==> src/rtl/lcd_view_scheduler.sv <==
// Frame sequencer for the 4-bit debug LCD writer: snapshots a RAM or CPU view, requests a frame, dwells, advances the page.
// Define LCD_VIEW_SCHED_TIMEOUT_EN to add the frame watchdog and the sticky frame_err flag.
module lcd_view_scheduler #(
  parameter int NUM_REGS       = 10,
  parameter int DWELL_CYCLES   = 12000000,
  parameter int SYNC_STAGES    = 2,
  parameter int TIMEOUT_CYCLES = 2000000
) (
  input  logic                  qzt_clk,
  input  logic                  rst_n,
  input  logic                  switchFlag,
  input  logic                  auto_en,
  input  logic                  step_btn,
  input  logic [8*NUM_REGS-1:0] CPU_interface,
  input  logic [7:0]            ram_addr,
  input  logic [7:0]            ram_data,
  input  logic                  lcd_ready,
  input  logic                  frame_done,
  output logic [3:0]            dbg_reg_addr,
  output logic [7:0]            addrOut,
  output logic [7:0]            dataOut,
  output logic                  frame_req,
  output logic                  view_mode,
  output logic                  frame_err
);

  typedef enum logic [2:0] {WAIT_READY, LATCH, REQ, WAIT_DONE, DWELL} state_t;

  localparam logic [23:0] DWELL_LOAD = 24'(DWELL_CYCLES - 1);
  localparam logic [3:0]  LAST_PAGE  = 4'(NUM_REGS - 1);

  state_t                 state;
  logic [23:0]            dwell_cnt;
  logic [SYNC_STAGES-1:0] sync_q;
  logic                   step_prev;
  logic                   pending;
  logic                   step_edge;
  logic                   view_changed;
  logic [3:0]             next_page;
  logic [7:0]             cur_byte;

  assign step_edge    = sync_q[SYNC_STAGES-1] & ~step_prev;
  assign view_changed = switchFlag != view_mode;
  assign next_page    = (dbg_reg_addr == LAST_PAGE) ? 4'd0 : dbg_reg_addr + 4'd1;
  assign cur_byte     = CPU_interface[8*int'(dbg_reg_addr) +: 8];

`ifdef LCD_VIEW_SCHED_TIMEOUT_EN
  localparam logic [21:0] TIMEOUT_LAST = 22'(TIMEOUT_CYCLES - 1);
  logic [21:0] wd_cnt;
`else
  assign frame_err = 1'b0;
`endif

  // NOTE: every register here, including the synchroniser, is on the async
  // reset so a reset mid-frame drops frame_req without waiting for a clock.
  always_ff @(posedge qzt_clk or negedge rst_n) begin
    if (!rst_n) begin
      state        <= WAIT_READY;
      dbg_reg_addr <= 4'd0;
      addrOut      <= 8'd0;
      dataOut      <= 8'd0;
      frame_req    <= 1'b0;
      view_mode    <= 1'b0;
      dwell_cnt    <= 24'd0;
      sync_q       <= '0;
      step_prev    <= 1'b0;
      pending      <= 1'b0;
`ifdef LCD_VIEW_SCHED_TIMEOUT_EN
      wd_cnt       <= 22'd0;
      frame_err    <= 1'b0;
`endif
    end else begin
      sync_q    <= SYNC_STAGES'({sync_q, step_btn});
      step_prev <= sync_q[SYNC_STAGES-1];

      // Edges collapse into one pending step; RAM view discards them.
      if (switchFlag)     pending <= 1'b0;
      else if (step_edge) pending <= 1'b1;

      if (!lcd_ready && state != WAIT_READY) begin
        frame_req <= 1'b0;
        state     <= WAIT_READY;
      end else begin
        case (state)
          WAIT_READY: begin
            if (pending && !switchFlag) begin
              dbg_reg_addr <= next_page;
              pending      <= 1'b0;
            end
            if (lcd_ready) state <= LATCH;
          end

          LATCH: begin
            view_mode <= switchFlag;
            if (switchFlag) begin
              addrOut <= ram_addr;
              dataOut <= ram_data;
            end else begin
              addrOut <= {4'h0, dbg_reg_addr};
              dataOut <= cur_byte;
            end
            frame_req <= 1'b1;
            state     <= REQ;
          end

          REQ: begin
`ifdef LCD_VIEW_SCHED_TIMEOUT_EN
            wd_cnt <= 22'd0;
`endif
            state <= WAIT_DONE;
          end

          WAIT_DONE: begin
            if (frame_done) begin
              frame_req <= 1'b0;
              dwell_cnt <= DWELL_LOAD;
              state     <= DWELL;
            end
`ifdef LCD_VIEW_SCHED_TIMEOUT_EN
            else if (wd_cnt == TIMEOUT_LAST) begin
              frame_err <= 1'b1;
              frame_req <= 1'b0;
              dwell_cnt <= DWELL_LOAD;
              state     <= DWELL;
            end else begin
              wd_cnt <= wd_cnt + 22'd1;
            end
`endif
          end

          DWELL: begin
            if (view_changed) begin
              dbg_reg_addr <= 4'd0;
              state        <= LATCH;
            end else if (pending && !switchFlag) begin
              // A step that coincides with dwell expiry still advances only once.
              dbg_reg_addr <= next_page;
              pending      <= 1'b0;
              state        <= LATCH;
            end else if (dwell_cnt == 24'd0) begin
              if (auto_en && !view_mode) dbg_reg_addr <= next_page;
              state <= LATCH;
            end else begin
              dwell_cnt <= dwell_cnt - 24'd1;
            end
          end

          default: state <= WAIT_READY;
        endcase
      end
    end
  end

endmodule

==> config.mk <==
export PLATFORM = sky130hd
export DESIGN_NAME = lcd_view_scheduler
export DESIGN_NICKNAME = d
export VERILOG_FILES = /design/src/rtl/lcd_view_scheduler.sv
export SDC_FILE = /design/constraint.sdc
export NUM_CORES = 1
export LEC_CHECK = 0
export ABC_AREA = 1
export CAP_MARGIN = 40
export CORE_UTILIZATION = 50
export DETAILED_ROUTE_END_ITERATION = 6
export DONT_BUFFER_PORTS = 1
export GPL_TIMING_DRIVEN = 0
export HOLD_SLACK_MARGIN = 0.02
export PLACE_DENSITY = 0.74
export SYNTH_ARGS = -nofsm -noshare
export SYNTH_HDL_FRONTEND = slang
export SYNTH_SLANG_ARGS = --single-unit
==> constraint.sdc <==
create_clock -name qzt_clk -period 1.72 [get_ports qzt_clk]
set_input_delay 0.172 -clock qzt_clk [delete_from_list [all_inputs] [get_ports qzt_clk]]
set_output_delay 0.172 -clock qzt_clk [all_outputs]
set_load 0.05 [all_outputs]
== Word level (Yosys, flattened, before mapping) ==
Index checks and enable logic that the tools add are counted.
Storage, ports and cells
  input port bits: 103
  logic and storage cells: 79
  output and inout bits: 23
  flip-flop bits (word level): 53
Operators by class
  equality and inequality tests: 16
  shift-type cells: 1
  muxes and demuxes: 30
  add/sub/neg operators: 2
  bitwise gates (word level): 3
  reductions and logical operators: 17
Operators with widths (count)
  24-bit 2-to-1 mux: 4
  80-bit by 8-bit variable part select with 8-bit output: 1
  24-bit one-hot mux with 2 select lines: 1
  24-bit logical NOT: 1
  4-bit 2-to-1 mux: 6
  24-bit by 1-bit subtractor with 24-bit output (second input constant): 1
  3-bit 2-to-1 mux: 6
  8-bit 2-to-1 mux: 2
  3-bit one-hot mux with 5 select lines: 1
  2-bit inequality test (second input constant): 5
  4-bit inequality test (second input constant): 2
  4-bit one-hot mux with 2 select lines: 1
  1-bit 2-to-1 mux: 7
  3-bit by 2-bit == test with 1-bit output (second input constant): 2
  3-bit inequality test (second input constant): 2
  6-bit AND reduction: 1
  3-bit nonzero test: 2
  5-bit inequality test (second input constant): 1
  5-bit AND reduction: 1
  4-bit by 1-bit adder with 4-bit output (second input constant): 1
  4-bit == test (second input constant): 1
  1-bit one-hot mux with 2 select lines: 2
  2-bit AND reduction: 2
  2-bit nonzero test: 2
  other kinds (9): 14

== Longest topological paths before layout ==
  word-level depth: 8
  depth in mapped cells: 11
  depth with buffers taken out: 10

== Worst setup path after synthesis ==
No wires, ideal clock.
  path kind: register to register
  from: reg dbg_reg_addr[3]
  to: reg dataOut[5]
  data arrival time: 1.686 ns
  setup slack: -0.032 ns
  clock period less this slack: 1.752 ns
  stages on the path, launching flop included: 9
  path buffers: 0
  setup time: 0.066 ns
  data required time: 1.654 ns
  cell sequence: dfrtp_1 > clkinv_1 > nor2_1 > nand2_1 > a21oi_1 > nor2_1 > nand2_1 > nand3_1 > nand2_1
On the way
  longest elaborated chain between the ends: 2
Ends and longest elaborated chain
  start: declaration: line 19  | output logic [3:0] dbg_reg_addr,
  start signal: assignment: line 87  | dbg_reg_addr <= next_page;
  start signal: assignment: line 137  | dbg_reg_addr <= next_page;
  start signal: assignment: line 141  | if (auto_en && !view_mode) dbg_reg_addr <= next_page;
  80-bit by 8-bit variable part select with 8-bit output: line 45  | assign cur_byte = CPU_interface[8*int'(dbg_reg_addr) +: 8];
  8-bit 2-to-1 mux: line 95  | if (switchFlag) begin
  end signal: assignment: line 97  | dataOut <= ram_data;
  end signal: assignment: line 100  | dataOut <= cur_byte;
  end: declaration: line 21  | output logic [7:0] dataOut,
Every way passes these cells.
A chain may end at the register's enable or synchronous reset.

== Worst setup path after layout ==
  from: reg view_mode
  to: reg dwell_cnt[3]
On the way
  longest elaborated chain between the ends: 3
Ends and longest elaborated chain
  start: declaration: line 23  | output logic view_mode,
  start signal: assignment: line 94  | view_mode <= switchFlag;
  1-bit inequality test: line 43  | assign view_changed = switchFlag != view_mode;
  2-bit inequality test (no source line)
  6-bit AND reduction (no source line)
  end signal: assignment: line 144  | dwell_cnt <= dwell_cnt - 24'd1;
  end: declaration: line 33  | logic [23:0] dwell_cnt;
Every way passes these cells.

==> flow_metrics.env <==
export IMPL_fin_skew_ns=0.00985
export IMPL_synth_edf_count=0
export IMPL_hold_path_class="primary input to flip-flop"
export IMPL_layout_setup_ws_ns=-0.0184
export IMPL_hold_viol=0
export IMPL_synthTopCellsByArea="dfrtp_1, nand2_1, nand3_1"
export IMPL_die_area_um2=8600
export IMPL_grt_max_degree=54
export IMPL_finalInstanceArea_um2=4870
export IMPL_cp_arrival_ns=1.99
export IMPL_portBuffers=0
export IMPL_ant_nets=0
export IMPL_finalCritPeriodShare=1.01
export IMPL_grt_overflow=0
export IMPL_cp_start_kind="flip-flop"
export IMPL_crit_fanout=10
export IMPL_syn_inst=659
export IMPL_synth_area_leader_cell="dfrtp_1"
export IMPL_drtPass1Iterations=7
export IMPL_synth_seq_area_share=0.322
export IMPL_core_um2=7850
export IMPL_whs_path_depth=3
export IMPL_holdWs_ns=0.0817
export IMPL_pwr_density_cell_nw_per_um2=1770
export IMPL_placed_cell_area_um2=4250
export IMPL_gp_congestion=0.929
export IMPL_synthDominantCellAreaShare=0.322
export IMPL_ios=126
export IMPL_hpwlAfterDp_um=8430
export IMPL_syn_area_um2=4120
export IMPL_drive_above_1_share=0.198
export IMPL_max_cap_violations=0
export IMPL_synth_fp_nets=764
export IMPL_total_power_mw=8.63
export IMPL_cts_sinks=53
export IMPL_ys_types=35
export IMPL_h_tree_depth=2
export IMPL_cts_tree="yes"
export IMPL_tightest_slew_ns=0.531
export IMPL_total_leakage_power_nw=2.49
export IMPL_syn2layout_area_growth_pct=18.3
export IMPL_cts_reportedPaths_clkPinSlew_ns=0.10
export IMPL_clock_path_buffers=2
export IMPL_ys_top_cells_by_count="nand2_1, nand3_1, inv_1"
export IMPL_die_w_um=92.8
export IMPL_avgSynthCellArea_um2=6.25
export IMPL_r2r_cells=8
export IMPL_async_reset_ff_frac=1.00
export IMPL_cp_data_required_time_ns=1.98
export IMPL_insertion_delay_ns=0.32
export IMPL_vias_per_cell=5.49
export IMPL_cts_root_buf="clkbuf_8"
export IMPL_fin_tns_setup_ns=-0.0384
export IMPL_drt_wirelength_per_cell_um=15.0
export IMPL_relSlewSlack=0.646
export IMPL_ys_ff_latch=53
export IMPL_setup_viol=6
export IMPL_violations="design-rule violations, negative setup slack"
export IMPL_floorplan_initialDensity=0.525
export IMPL_endpoint_kind="flip-flop"
export IMPL_drcViolationCount=3
export IMPL_critical_path_class="flip-flop to flip-flop"
export IMPL_fmax_mhz=575
export IMPL_cts_made_buffers=5
export IMPL_status="finished with violations"
export IMPL_yosysWarnings=0
export IMPL_ir_drop_mv=0.804
export IMPL_die_h_um=92.8
export IMPL_synth_ff_type="dfrtp_1"
export IMPL_antenna_found_initial=1
export IMPL_rows=32
export IMPL_drt_wl_total_um=12000
export IMPL_drv_slew=0
export IMPL_grt_pass1_wl_um=18000
export IMPL_rsz0062_at_grt="yes"
export IMPL_synth_most_common_cell="nand2_1"
export IMPL_grt_pass1_vias=3979
export IMPL_first_iter_violations=335
export IMPL_num_vias=4392
export IMPL_track_usage=0.263
export IMPL_fin_nets=801
export IMPL_period_needed_ns=1.74
[state kept, by name, indices dropped and copies added, names as in the netlist]
register,flops
addrOut,8
dataOut,8
dbg_reg_addr,4
dwell_cnt,24
frame_req,1
pending,1
state,3
step_prev,1
sync_q,2
view_mode,1
[critical path, stage by stage (launching register included)]
cell and delay (ns):
dfrtp_4 0.60, xor2_4 0.21, nor2_4 0.18, buf_6 0.12, o21bai_4 0.07, nor2_8 0.21, buf_8 0.17, nand2_1 0.06
nand2_1 0.06
[per-layer routing]
layer  share of wire  GRT usage  wire, um  vias to the layer above
met5               0          0         0                        -
met1            0.41      0.323      4940                     1997
met3           0.089     0.0525      1080                       27
met2            0.48      0.459      5770                      226
met4           0.020     0.0885       246                        0
li1                -          -         -                     2142
[cell families after synthesis]
kind of cell    after synthesis  synth area share
compound gates               38            0.0577
xor+xnor                      3           0.00821
fa+ha+maj                     2           0.00608
buf+inv                     104             0.112
flops                        53             0.322
other cells                   1          0.000911
simple gates                458             0.493
[path summary, 6_finish.rpt]
check / start / to / slack [ns]
max: view_mode / dwell_cnt[3] / -0.02
min: ram_data[2] / dataOut[2] / 0.08
max reg2reg: view_mode / dwell_cnt[3] / -0.02
min reg2reg: sync_q[0] / sync_q[1] / 0.36
max in group asynchronous: rst_n / view_mode / 1.11
min in group asynchronous: rst_n / addrOut[5] / 0.35
[cells in the final DEF, fill, tap and decap left out, drive strengths merged, types with 16 or more instances in the layout]
cell type,instances
or2,16
nand3,81
clkbuf,16
inv,75
dfrtp,53
nor2,70
buf,37
nand2,269
a21oi,16
nand4,20
[final cells by class]
class                           instances  area [um2]
Fill cell                             735        2980
Timing Repair Buffer                   30         339
Clock buffer                            6        82.6
Tap cell                              102         128
Inverter                               76         293
Sequential cell                        53        1340
Antenna cell                            1        2.50
Clock inverter                          2        13.8
Multi-Input combinational cell        502        2410
Buffer                                 28         260
[stage by stage]
stage | util | instances | setup WS [ns]
floorplan | - | 659 | 0.00533
global placement | 0.541 | 761 | -0.299
detailed placement | 0.541 | 761 | -0.330
CTS | 0.578 | 782 | 0.000733
global route | 0.621 | 800 | -0.0711
finish | 0.621 | 800 | -0.0184
[timing repair]
| action | 4_1_cts | 5_1_grt |
|---|---|---|
| gates resized for setup | 23 | 59 |
| gates cloned | 0 | 6 |
| hold endpoints to repair | 63 | 0 |
| hold buffers | 12 | 0 |
| setup buffers | 1 | 11 |
| endpoints found under the setup margin | 38 | 37 |
| pin swaps | 1 | 7 |
[where the power goes]
group | total [mW] | internal (mW) | switching, mW
sequential | 3.22 | 1.76 | 1.46
clock | 0.762 | 0.328 | 0.435
combinational | 4.65 | 1.89 | 2.76
Power figures use the tool's default switching activity.
